--- config.mk ---
export PLATFORM = sky130hd
export DESIGN_NAME = qrs_phase_controller
export DESIGN_NICKNAME = d
export VERILOG_FILES = /design/src/rtl/ecg_ctrl_pkg.sv /design/src/rtl/ecg_abs_max.sv /design/src/rtl/qrs_phase_controller.sv
export SDC_FILE = /design/constraint.sdc
export NUM_CORES = 1
export LEC_CHECK = 0
export CAP_MARGIN = 20
export CORE_MARGIN = 2
export CORE_UTILIZATION = 63
export CTS_BUF_LIST = sky130_fd_sc_hd__clkbuf_4 sky130_fd_sc_hd__clkbuf_8 sky130_fd_sc_hd__clkbuf_16
export CTS_CLUSTER_SIZE = 24
export DETAILED_ROUTE_END_ITERATION = 10
export PLACE_DENSITY = 0.94
export SKIP_LAST_GASP = 1
export SLEW_MARGIN = 25
export SYNTH_ARGS = -nofsm -noshare
export SYNTH_HDL_FRONTEND = slang
export SYNTH_SLANG_ARGS = --single-unit
--- constraint.sdc ---
create_clock -name clk -period 9.15 [get_ports clk]
set_input_delay 1.3725 -clock clk [delete_from_list [all_inputs] [get_ports clk]]
set_output_delay 1.3725 -clock clk [all_outputs]
set_load 0.01 [all_outputs]
--- src/rtl/ecg_ctrl_pkg.sv ---
// Shared definitions for the QRS detection sequencer: state encoding, default widths, |x| helper.
// Latency: n/a (types, constants and a combinational function only).
// Backpressure: n/a.
package ecg_ctrl_pkg;

   localparam logic [1:0] ST_IDLE    = 2'd0;
   localparam logic [1:0] ST_LEARN   = 2'd1;
   localparam logic [1:0] ST_DETECT  = 2'd2;
   localparam logic [1:0] ST_REFRACT = 2'd3;

   typedef enum logic [1:0] {
      IDLE    = ST_IDLE,
      LEARN   = ST_LEARN,
      DETECT  = ST_DETECT,
      REFRACT = ST_REFRACT
   } state_t;

   localparam int DW_DEF  = 32;
   localparam int RRW_DEF = 16;

   // Two's-complement magnitude of a w-bit value carried sign-extended in 64 bits.
   // The most negative w-bit value has no positive twin, so it saturates to 2^(w-1)-1.
   function automatic logic [63:0] abs_sat(input logic signed [63:0] x, input int w);
      logic signed [63:0] lo;
      lo = -(64'sd1 <<< (w - 1));
      if (x == lo)
         return (64'd1 << (w - 1)) - 64'd1;
      else if (x < 64'sd0)
         return $unsigned(-x);
      else
         return $unsigned(x);
   endfunction

endpackage

--- src/rtl/ecg_abs_max.sv ---
// Saturating |x| of the incoming sample and a running maximum of the accepted magnitudes.
// Latency: mag and max_nxt are combinational; the held maximum updates on the next clock.
// Backpressure: none; en qualifies each sample, clr empties the maximum and wins over en.
module ecg_abs_max
   import ecg_ctrl_pkg::*;
#(
   parameter int DW = DW_DEF
) (
   input  logic                 clk,
   input  logic                 rst,
   input  logic                 clr,
   input  logic                 en,
   input  logic signed [DW-1:0] x,
   output logic [DW-1:0]        mag,
   output logic [DW-1:0]        max_nxt
);

   logic [DW-1:0] max_q;

   // Magnitude of the current sample, and the maximum as it would be with that sample folded in.
   always_comb begin
      mag     = DW'(abs_sat(64'(x), DW));
      max_nxt = (en && (mag > max_q)) ? mag : max_q;
   end

   // Hold the running maximum; a clear empties it regardless of the current sample.
   always_ff @(posedge clk or posedge rst) begin
      if (rst)
         max_q <= '0;
      else if (clr)
         max_q <= '0;
      else
         max_q <= max_nxt;
   end

endmodule

--- src/rtl/qrs_phase_controller.sv ---
// QRS sequencer: learn a threshold from the running |max|, detect R peaks, hold off, measure R-R.
// Latency: state, threshold, peak and R-R outputs update on the clock edge of the deciding sample.
// Backpressure: none; one sample per sample_valid is always consumed. ADAPTIVE_THR_EN enables peak-tracking threshold.
module qrs_phase_controller
   import ecg_ctrl_pkg::*;
#(
   parameter int DW          = DW_DEF,
   parameter int LEARN_LEN   = 512,
   parameter int REFRACT_LEN = 50,
   parameter int TIMEOUT_LEN = 1024,
   parameter int THR_SHIFT   = 2,
   parameter int RRW         = RRW_DEF
) (
   input  logic                 clk,
   input  logic                 rst,
   input  logic                 start,
   input  logic                 stop,
   input  logic                 sample_valid,
   input  logic signed [DW-1:0] sample,
   output logic                 lift_en,
   output logic                 max_clr,
   output logic [DW-1:0]        threshold,
   output logic                 thr_valid,
   output logic                 peak_pulse,
   output logic [DW-1:0]        peak_value,
   output logic [RRW-1:0]       rr_interval,
   output logic                 rr_valid,
   output logic [1:0]           state_o
);

   localparam int SCW = $clog2(LEARN_LEN + 1);
   localparam int RCW = $clog2(REFRACT_LEN + 1);
   localparam int TOW = $clog2(TIMEOUT_LEN + 1);

   state_t state, state_n;

   logic [SCW-1:0] scnt;
   logic [RCW-1:0] rcnt;
   logic [TOW-1:0] to_cnt;
   logic [RRW-1:0] rr_cnt;
   logic [RRW-1:0] rr_inc;
   logic           rr_armed;

   logic [DW-1:0]  mag;
   logic [DW-1:0]  max_nxt;

   logic learn_en;
   logic learn_done;
   logic is_peak;
   logic timeout;
   logic refr_done;
   logic enter_learn;

   // Published threshold is a fixed fraction of the learned maximum, but never zero so
   // that an all-zero learn window cannot turn every nonzero sample into a peak.
   function automatic logic [DW-1:0] learn_thr(input logic [DW-1:0] m);
      if (m == '0)
         return DW'(1);
      return m - (m >> THR_SHIFT);
   endfunction

   // Only samples that arrive while still in LEARN (and not being stopped) feed the maximum.
   assign learn_en   = (state == LEARN) && sample_valid && !stop;
   assign learn_done = (state == LEARN) && sample_valid && (scnt == SCW'(LEARN_LEN - 1));
   assign is_peak    = (state == DETECT) && sample_valid && (mag > threshold);
   assign timeout    = (state == DETECT) && sample_valid && (to_cnt == TOW'(TIMEOUT_LEN - 1));
   assign refr_done  = (state == REFRACT) && sample_valid && (rcnt == RCW'(REFRACT_LEN - 1));
   assign rr_inc     = (rr_cnt == '1) ? rr_cnt : rr_cnt + RRW'(1);
   assign state_o    = state;

   ecg_abs_max #(
      .DW (DW)
   ) u_abs_max (
      .clk     (clk),
      .rst     (rst),
      .clr     (enter_learn),
      .en      (learn_en),
      .x       (sample),
      .mag     (mag),
      .max_nxt (max_nxt)
   );

`ifdef ADAPTIVE_THR_EN
   logic [DW:0]   pk_ext;
   logic [DW:0]   thr_ext;
   logic [DW:0]   t_ext;
   logic [DW:0]   adapt_sum;
   logic [DW-1:0] adapt_thr;

   // Blend 1/8 of the latest peak's target level into the threshold, one bit of headroom, floor of 1.
   always_comb begin
      pk_ext    = {1'b0, peak_value};
      thr_ext   = {1'b0, threshold};
      t_ext     = pk_ext - (pk_ext >> THR_SHIFT);
      adapt_sum = thr_ext - (thr_ext >> 3) + (t_ext >> 3);
      if (adapt_sum == '0)
         adapt_thr = DW'(1);
      else if (adapt_sum[DW])
         adapt_thr = '1;
      else
         adapt_thr = adapt_sum[DW-1:0];
   end
`endif

   // State register.
   always_ff @(posedge clk or posedge rst) begin
      if (rst)
         state <= IDLE;
      else
         state <= state_n;
   end

   // Next state; stop overrides everything, a peak beats a timeout on the same sample.
   always_comb begin
      state_n     = state;
      enter_learn = 1'b0;
      lift_en     = (state != IDLE);
      if (stop) begin
         state_n = IDLE;
      end else begin
         case (state)
            IDLE: begin
               if (start) begin
                  state_n     = LEARN;
                  enter_learn = 1'b1;
               end
            end
            LEARN: begin
               if (learn_done)
                  state_n = DETECT;
            end
            DETECT: begin
               if (is_peak) begin
                  state_n = REFRACT;
               end else if (timeout) begin
                  state_n     = LEARN;
                  enter_learn = 1'b1;
               end
            end
            REFRACT: begin
               if (refr_done)
                  state_n = DETECT;
            end
            default: state_n = IDLE;
         endcase
      end
   end

   // Counters, threshold publication, peak reporting and R-R measurement.
   always_ff @(posedge clk or posedge rst) begin
      if (rst) begin
         max_clr     <= 1'b0;
         threshold   <= '0;
         thr_valid   <= 1'b0;
         peak_pulse  <= 1'b0;
         peak_value  <= '0;
         rr_interval <= '0;
         rr_valid    <= 1'b0;
         scnt        <= '0;
         rcnt        <= '0;
         to_cnt      <= '0;
         rr_cnt      <= '0;
         rr_armed    <= 1'b0;
      end else begin
         peak_pulse <= 1'b0;
         rr_valid   <= 1'b0;
         max_clr    <= enter_learn;
         if (stop) begin
            thr_valid <= 1'b0;
            rr_armed  <= 1'b0;
            scnt      <= '0;
            rcnt      <= '0;
            to_cnt    <= '0;
            rr_cnt    <= '0;
         end else begin
`ifdef ADAPTIVE_THR_EN
            if (peak_pulse)
               threshold <= adapt_thr;
`endif
            case (state)
               LEARN: begin
                  if (sample_valid) begin
                     if (learn_done) begin
                        threshold <= learn_thr(max_nxt);
                        thr_valid <= 1'b1;
                        scnt      <= '0;
                     end else begin
                        scnt <= scnt + SCW'(1);
                     end
                  end
               end
               DETECT: begin
                  if (sample_valid) begin
                     if (is_peak) begin
                        peak_pulse <= 1'b1;
                        peak_value <= mag;
                        if (rr_armed) begin
                           rr_interval <= rr_inc;
                           rr_valid    <= 1'b1;
                        end
                        rr_armed <= 1'b1;
                        rr_cnt   <= '0;
                        rcnt     <= '0;
                        to_cnt   <= '0;
                     end else begin
                        rr_cnt <= rr_inc;
                        to_cnt <= to_cnt + TOW'(1);
                     end
                  end
               end
               REFRACT: begin
                  if (sample_valid) begin
                     rr_cnt <= rr_inc;
                     rcnt   <= refr_done ? '0 : rcnt + RCW'(1);
                  end
               end
               default: ;
            endcase
            // A fresh learn window starts with no R-R history and empty counters.
            if (enter_learn) begin
               scnt     <= '0;
               to_cnt   <= '0;
               rr_cnt   <= '0;
               rr_armed <= 1'b0;
            end
         end
      end
   end

endmodule

Word level (Yosys, flattened, before mapping)
Cells that the tools add are included.

Register bits after elaboration: 162. Output and inout port bits: 87. Word-level logic and storage cells: 137.

$add $sub $neg: 6. $lt $le $gt $ge: 3. Eq/ne operators: 17. Muxes and demuxes: 64. Bitwise gates (word level): 1. Reduce and logical (&&, ||, !) cells: 32.

Operators with widths (number): $mux 32 (6); $mux 16 (6); $gt 32x32->1 (2); $mux 11 (5); $mux 10 (5); $eq 32x32->1 const B (1); $logic_not 32->1 (1); $lt 32x1->1 const B (1); $neg 32->32 (1); $pmux 16 s2 (1); $sub 32x30->32 (1); $mux 6 (5); $mux 1 (27); $ne 3x3->1 const B (6); $add 16x1->16 const B (1); $eq 16x16->1 const B (1); $reduce_and 4->1 (4); $reduce_bool 3->1 (5); $mux 2 (6); $ne 4x4->1 const B (3); $pmux 6 s2 (1); $add 11x1->11 const B (1); $eq 11x10->1 const B (1); $add 10x1->10 const B (1); 16 further kinds (31).

Logic depth before layout (Yosys ltp)
Word-level depth: 13. Gate-level depth with buffers: 33. Mapped depth without buffers: 29.

By module
From an unflattened synthesis, not the netlist that was laid out.

Cell total of the unflattened synthesis: 1315. Area, all modules: 11586.1 um^2.

Modules (own cells, without submodules): qrs_phase_controller (instances 1, cells each 885, area each 8200.4 um^2, sequential area each 3253.1 um^2); ecg_abs_max (instances 1, cells each 430, area each 3385.7 um^2, sequential area each 800.8 um^2).

Least setup slack after synthesis
No wires, ideal clock.

Path type: input-to-reg. Start: input sample[8]. End: register threshold[19]. Library setup time: 0.124 ns. Arrival: 8.598 ns. Required time: 9.026 ns. Path slack: 0.428 ns. Stages on the path: 31. Path buffers: 6. Path through: or4_1 -> buf_2 -> or3_4 -> buf_6 -> nor2_1 -> nand2_1 -> a211oi_1 -> a31oi_1 -> ha_1 -> nand4_1 -> nor4_1 -> nor4b_1 -> o31ai_1 -> nand2_1 -> buf_2 -> buf_4 -> clkbuf_1 -> buf_1 -> mux2i_1 -> inv_1 -> ha_1 -> a21o_1 -> nor2b_1 -> or4b_2 -> o21ai_0 -> nor3_1 -> a21oi_2 -> o21a_1 -> o21a_1 -> nor4b_1 -> a211o_1.

Cells in the longest elaborated chain, start to end: 13.

Ends and longest elaborated chain: from (decl) (RTL line qrs_phase_controller.sv:19) `input logic signed [DW-1:0] sample,`; $neg 32->32 / $lt 32x1->1 (equally long branches) (RTL line ecg_ctrl_pkg.sv:29, ecg_ctrl_pkg.sv:28); $mux 32 (RTL line ecg_ctrl_pkg.sv:28) `else if (x < 64'sd0)`; $mux 32 (*) (RTL line ecg_ctrl_pkg.sv:26) `if (x == lo)`; net mag[26] (RTL line qrs_phase_controller.sv:44) `logic [DW-1:0] mag;`; $gt 32x32->1 (RTL line ecg_abs_max.sv:23) `max_nxt = (en && (mag > max_q)) ? mag : max_q;`; $logic_and 1x1->1 (RTL line ecg_abs_max.sv:23); $mux 32 (*) (RTL line ecg_abs_max.sv:23); branches (longest 6 deep; another with $sub 32x30->32); $mux 32 (*) (RTL line qrs_phase_controller.sv:59) `return m - (m >> THR_SHIFT);`; to (signal assigned) (RTL line qrs_phase_controller.sv:184) `threshold <= learn_thr(max_nxt);`; to (decl) (RTL line qrs_phase_controller.sv:22) `output logic [DW-1:0] threshold,`.

Mark *: on every way through the listed nets, which the timed path passes. The select of a mux whose other input is x is not followed. A chain may end at the register's enable or synchronous reset.

Final worst setup path
Start: input sample[18]. End: register threshold[30].

Same word-level chain as after synthesis.

==> results.md <==
- The area of the core is 19,600 µm².
- Setup repair after global routing left no endpoint under its margin.
- The worst register-to-register path has a depth of 19.
- The count of non-filler cells in the finished layout is 1,922.
- TritonCTS built the clock tree.
- Counting the buffers created by CTS gives 17.
- In the routed design, unresolved DRC markers number 0.
- The worst supply voltage drop on vdd is 173 µV.
- The worst reg2reg path endpoint is threshold[30].
- 0 antenna diodes ended up in the layout.
- The via count of the first global-routing pass is 11,900.
- The count of nets left with antenna violations after detail routing is 0.
- For the worst setup path, the data required time is 9.48 ns.
- The synthesized area per cell is 8.27 µm².
- The slew at the pin closest to its max-slew limit is 0.953 ns.
- The average routed wire per standard cell is 20.7 µm.
- The initial antenna violation count was 0.
- The flow ran to the end, and the final reports show no timing, DRC or antenna violations.
- The most common cell after layout, fill and taps aside is sky130_fd_sc_hd__dfrtp_1.
- After technology mapping, the gate count stands at 1,533.
- The overall die height is 146 µm.
- The count of flip-flops with a built-in enable after synthesis is 0.
- Across every metal layer, demand over resource in global routing totals 37.7%.
- Pin placement for this block handled 124 I/O pins.
- Buffers added to address setup during post-CTS repair amount to 0.
- Data arrives at the worst endpoint at 8.94 ns.
- For this configuration, the core starts out at a cell density of 64.7%.
- The element type at the critical path end is a register.
- The most common flop cell mapped by yosys is sky130_fd_sc_hd__dfrtp_1.
- In this run, distinct cell masters in the synthesized netlist total 89.
- The total of cells resized after clock tree synthesis is 0.
- On the final layout, the worst clock skew is 0.0119 ns.
- Measured against its own limit, the worst slew margin works out to 36.0%.
- The endpoint with the worst hold slack is rr_interval[5].
- The critical path in this run is classified as input port to register.
- The standby leakage power is 6.58 nW.
- Power comes to 3.18 mW.
- Power spread over the standard cell area amounts to 214 nW/µm².
- The number of max-slew violations in the final report is 0.
- Once detailed placement completed, the half-perimeter wirelength came to 30.0 mm.
- The detailed router placed 12,400 vias in this run.
- The synthesized netlist occupies a cell area of 12,700 µm².
- The count of standard-cell rows is 51.
- The master cell of the clock root buffer is sky130_fd_sc_hd__clkbuf_16.
- Of all nets on the critical path, the largest fanout is 15.
- Routability-driven placement finished with a final weighted congestion of 1.01.
- The die is 146 µm wide.
- The path class of the tightest hold or removal check is register to register.
- The period utilization is 94.1%.
- After layout, the minimum clock period comes to 8.61 ns.
- The total overflow reported by the global router is 0.
- Max-cap violations in this run came to 0.
- In the layout the commonest cells are sky130_fd_sc_hd__dfrtp_1 (162), sky130_fd_sc_hd__nor2_1 (148), sky130_fd_sc_hd__nand2_1 (140).
- The area overhead of the layout relative to synthesis is 17.6%.
- For flop-to-flop paths, the worst setup slack is 3.54 ns.
- The number of synthesized register bits is 162.
- The warning count from the yosys run is 0.
- The first routing iteration left 1,361 violations.
- Of the cells placed in the final design, the portion with a size suffix greater than 1 is 8.57%.
- The clock-pin transition on the worst setup and hold timing paths is 0.08 ns.
- The count of nets after finishing is 1,782.
- The later pin in the worst-skew pair is clocked with a latency of 0.45 ns.
- In this run the critical register-to-register path is launched from u_abs_max.max_q[31].
- The worst hold path stage count is 2.
- Setup violations remaining at the end of the flow were counted as 0.
- The hold violation count in the final report is 0.
- The buffer depth of the longest clock path is 2.
- Of the synthesized area, sequential elements account for 32.0%.
- The sum of negative setup slack is 0 ns.
- The top achievable clock speed is 116 MHz.
- The first global-routing pass estimated 64.1 mm of wire.
- The number of hold buffers added after CTS was 0.
- The H-tree was split into 4 levels.
- The wire length reported by the detailed router is 39.9 mm.
- The largest net degree at the start of global routing is 115.
- The hold path startpoint is rr_interval[5].
- The count of port buffers added during placement is 123.
- The vias per cell is 6.43.
- The final worst hold slack is 0.485 ns.
- Summing all non-filler instances in the final layout gives an area of 14,900 µm².
- In this run, placement finished with an instance count of 1,890.
- The length of the first detailed-routing pass in iterations is 6.
- The fraction of registers with async set/reset is 100%.
- STA classifies the critical path startpoint as an input port.
- The total nets after synthesis is 1,671.
- The count of clock tree sinks is 162.
- The area of placed instances is 14,300 µm².
- The die area is 21,300 µm².
cells in the mapped netlist (5+ instances only):
master                      count  share of area (%)
sky130_fd_sc_hd__a211o_1        5               0.35
sky130_fd_sc_hd__a211oi_1       7               0.41
sky130_fd_sc_hd__a21o_1        31                1.8
sky130_fd_sc_hd__a21oi_1       90                3.6
sky130_fd_sc_hd__a22o_1         5               0.35
sky130_fd_sc_hd__a31oi_1       36                1.8
sky130_fd_sc_hd__and2_1         7               0.35
sky130_fd_sc_hd__and3_1        10               0.49
sky130_fd_sc_hd__buf_1          6               0.18
sky130_fd_sc_hd__buf_2          7               0.28
sky130_fd_sc_hd__clkbuf_1      65                1.9
sky130_fd_sc_hd__dfrtp_1      162                 32
sky130_fd_sc_hd__ha_1         100                9.9
sky130_fd_sc_hd__inv_1        124                3.7
sky130_fd_sc_hd__mux2_2        10               0.89
sky130_fd_sc_hd__mux2i_1       25                2.0
sky130_fd_sc_hd__nand2_1      141                4.2
sky130_fd_sc_hd__nand2b_1      21                1.0
sky130_fd_sc_hd__nand3_1       39                1.5
sky130_fd_sc_hd__nand4_1       33                1.6
sky130_fd_sc_hd__nor2_1       148                4.4
sky130_fd_sc_hd__nor2b_1       22                1.1
sky130_fd_sc_hd__nor3_1        28                1.1
sky130_fd_sc_hd__nor3b_1        5               0.30
sky130_fd_sc_hd__nor4_1        27                1.3
sky130_fd_sc_hd__o2111ai_1      7               0.48
sky130_fd_sc_hd__o211ai_1       7               0.41
sky130_fd_sc_hd__o21a_1         9               0.53
sky130_fd_sc_hd__o21ai_0      107                4.2
sky130_fd_sc_hd__o31ai_1       22                1.3
sky130_fd_sc_hd__or2_2         10               0.49
sky130_fd_sc_hd__or3_1         12               0.59
sky130_fd_sc_hd__or4_1          8               0.47
sky130_fd_sc_hd__xnor2_1       44                3.0
sky130_fd_sc_hd__xor2_1        55                3.8
power by group:
group	switching, mW	total [mW]	internal, mW
logic	0.922	1.57	0.644
registers	0.0814	0.872	0.791
clock network	0.372	0.745	0.373
total	1.38	3.18	1.81
critical path: stages:
cell and delay, ns:
sky130_fd_sc_hd__clkdlybuf4s50_1 0.56, sky130_fd_sc_hd__nor4_1 0.58, sky130_fd_sc_hd__nand3_1 0.44, sky130_fd_sc_hd__o41ai_4 0.45, sky130_fd_sc_hd__xor2_1 0.32, sky130_fd_sc_hd__nand2_1 0.23
sky130_fd_sc_hd__ha_1 0.37, sky130_fd_sc_hd__nand4_1 0.14, sky130_fd_sc_hd__nor4_1 0.39, sky130_fd_sc_hd__nor4b_1 0.38, sky130_fd_sc_hd__o31ai_1 0.19, sky130_fd_sc_hd__nand2_2 0.26
sky130_fd_sc_hd__buf_4 0.27, sky130_fd_sc_hd__o21ai_0 0.14, sky130_fd_sc_hd__buf_4 0.17, sky130_fd_sc_hd__fa_1 0.44, sky130_fd_sc_hd__nor4_1 0.38, sky130_fd_sc_hd__a211oi_1 0.14
sky130_fd_sc_hd__nor4_1 0.43, sky130_fd_sc_hd__o21ai_0 0.28, sky130_fd_sc_hd__nand2_1 0.22, sky130_fd_sc_hd__a21oi_1 0.16, sky130_fd_sc_hd__o2111ai_1 0.23, sky130_fd_sc_hd__or3b_1 0.37
layer usage:
layer | GRT usage (%) | up-vias | wire length (µm)
li1 | - | 5682 | -
met1 | 51.3 | 5878 | 16500
met2 | 57.8 | 681 | 17500
met3 | 9.81 | 111 | 4420
met4 | 14.7 | 0 | 1520
met5 | 0 | - | 0
how the worst max path moves through the flow:
stage | endpoint | slack [ns] | cells past startpoint | from
floorplan | threshold[19] | 0.43 | 31 | sample[8]
global placement | threshold[29] | 0.50 | 25 | sample[8]
detailed placement | threshold[19] | 0.35 | 25 | sample[18]
CTS | threshold[19] | 0.78 | 25 | sample[18]
global route | threshold[30] | 0.05 | 25 | sample[0]
finish | threshold[30] | 0.54 | 24 | sample[18]
state kept, by name, summed over array words and instances (netlist names):
register,count
rr_armed,1
threshold,32
rr_interval,16
rr_cnt,16
rcnt,6
thr_valid,1
scnt,10
state_o,2
rr_valid,1
u_abs_max.max_q,32
to_cnt,11
max_clr,1
peak_pulse,1
peak_value,32
metrics by stage:
stage	setup WS, ns	utilization (%)
global placement	0.497	73.0
floorplan	0.428	-
CTS	0.778	76.1
detailed placement	0.354	73.0
finish	0.538	76.1
global route	0.0468	76.1
kinds of logic (layout without fill, tap and decap cells):
group,after synthesis,in the layout,share of synthesized area (%)
fa+ha+maj,101,101,10.0
mux,37,37,3.15
xor+xnor,99,99,6.84
flops,162,162,32.0
compound gates,388,388,20.3
buf+inv,208,332,6.49
simple gates,538,538,21.2
layout make-up:
cell class	count	area, µm²
Multi-Input combinational cell	1163	7810
Inverter	125	477
Clock inverter	15	188
Fill cell	1411	4680
Clock buffer	17	425
Timing Repair Buffer	175	1620
Sequential cell	162	4050
Tap cell	265	332
(Power assumes the default switching activity.)
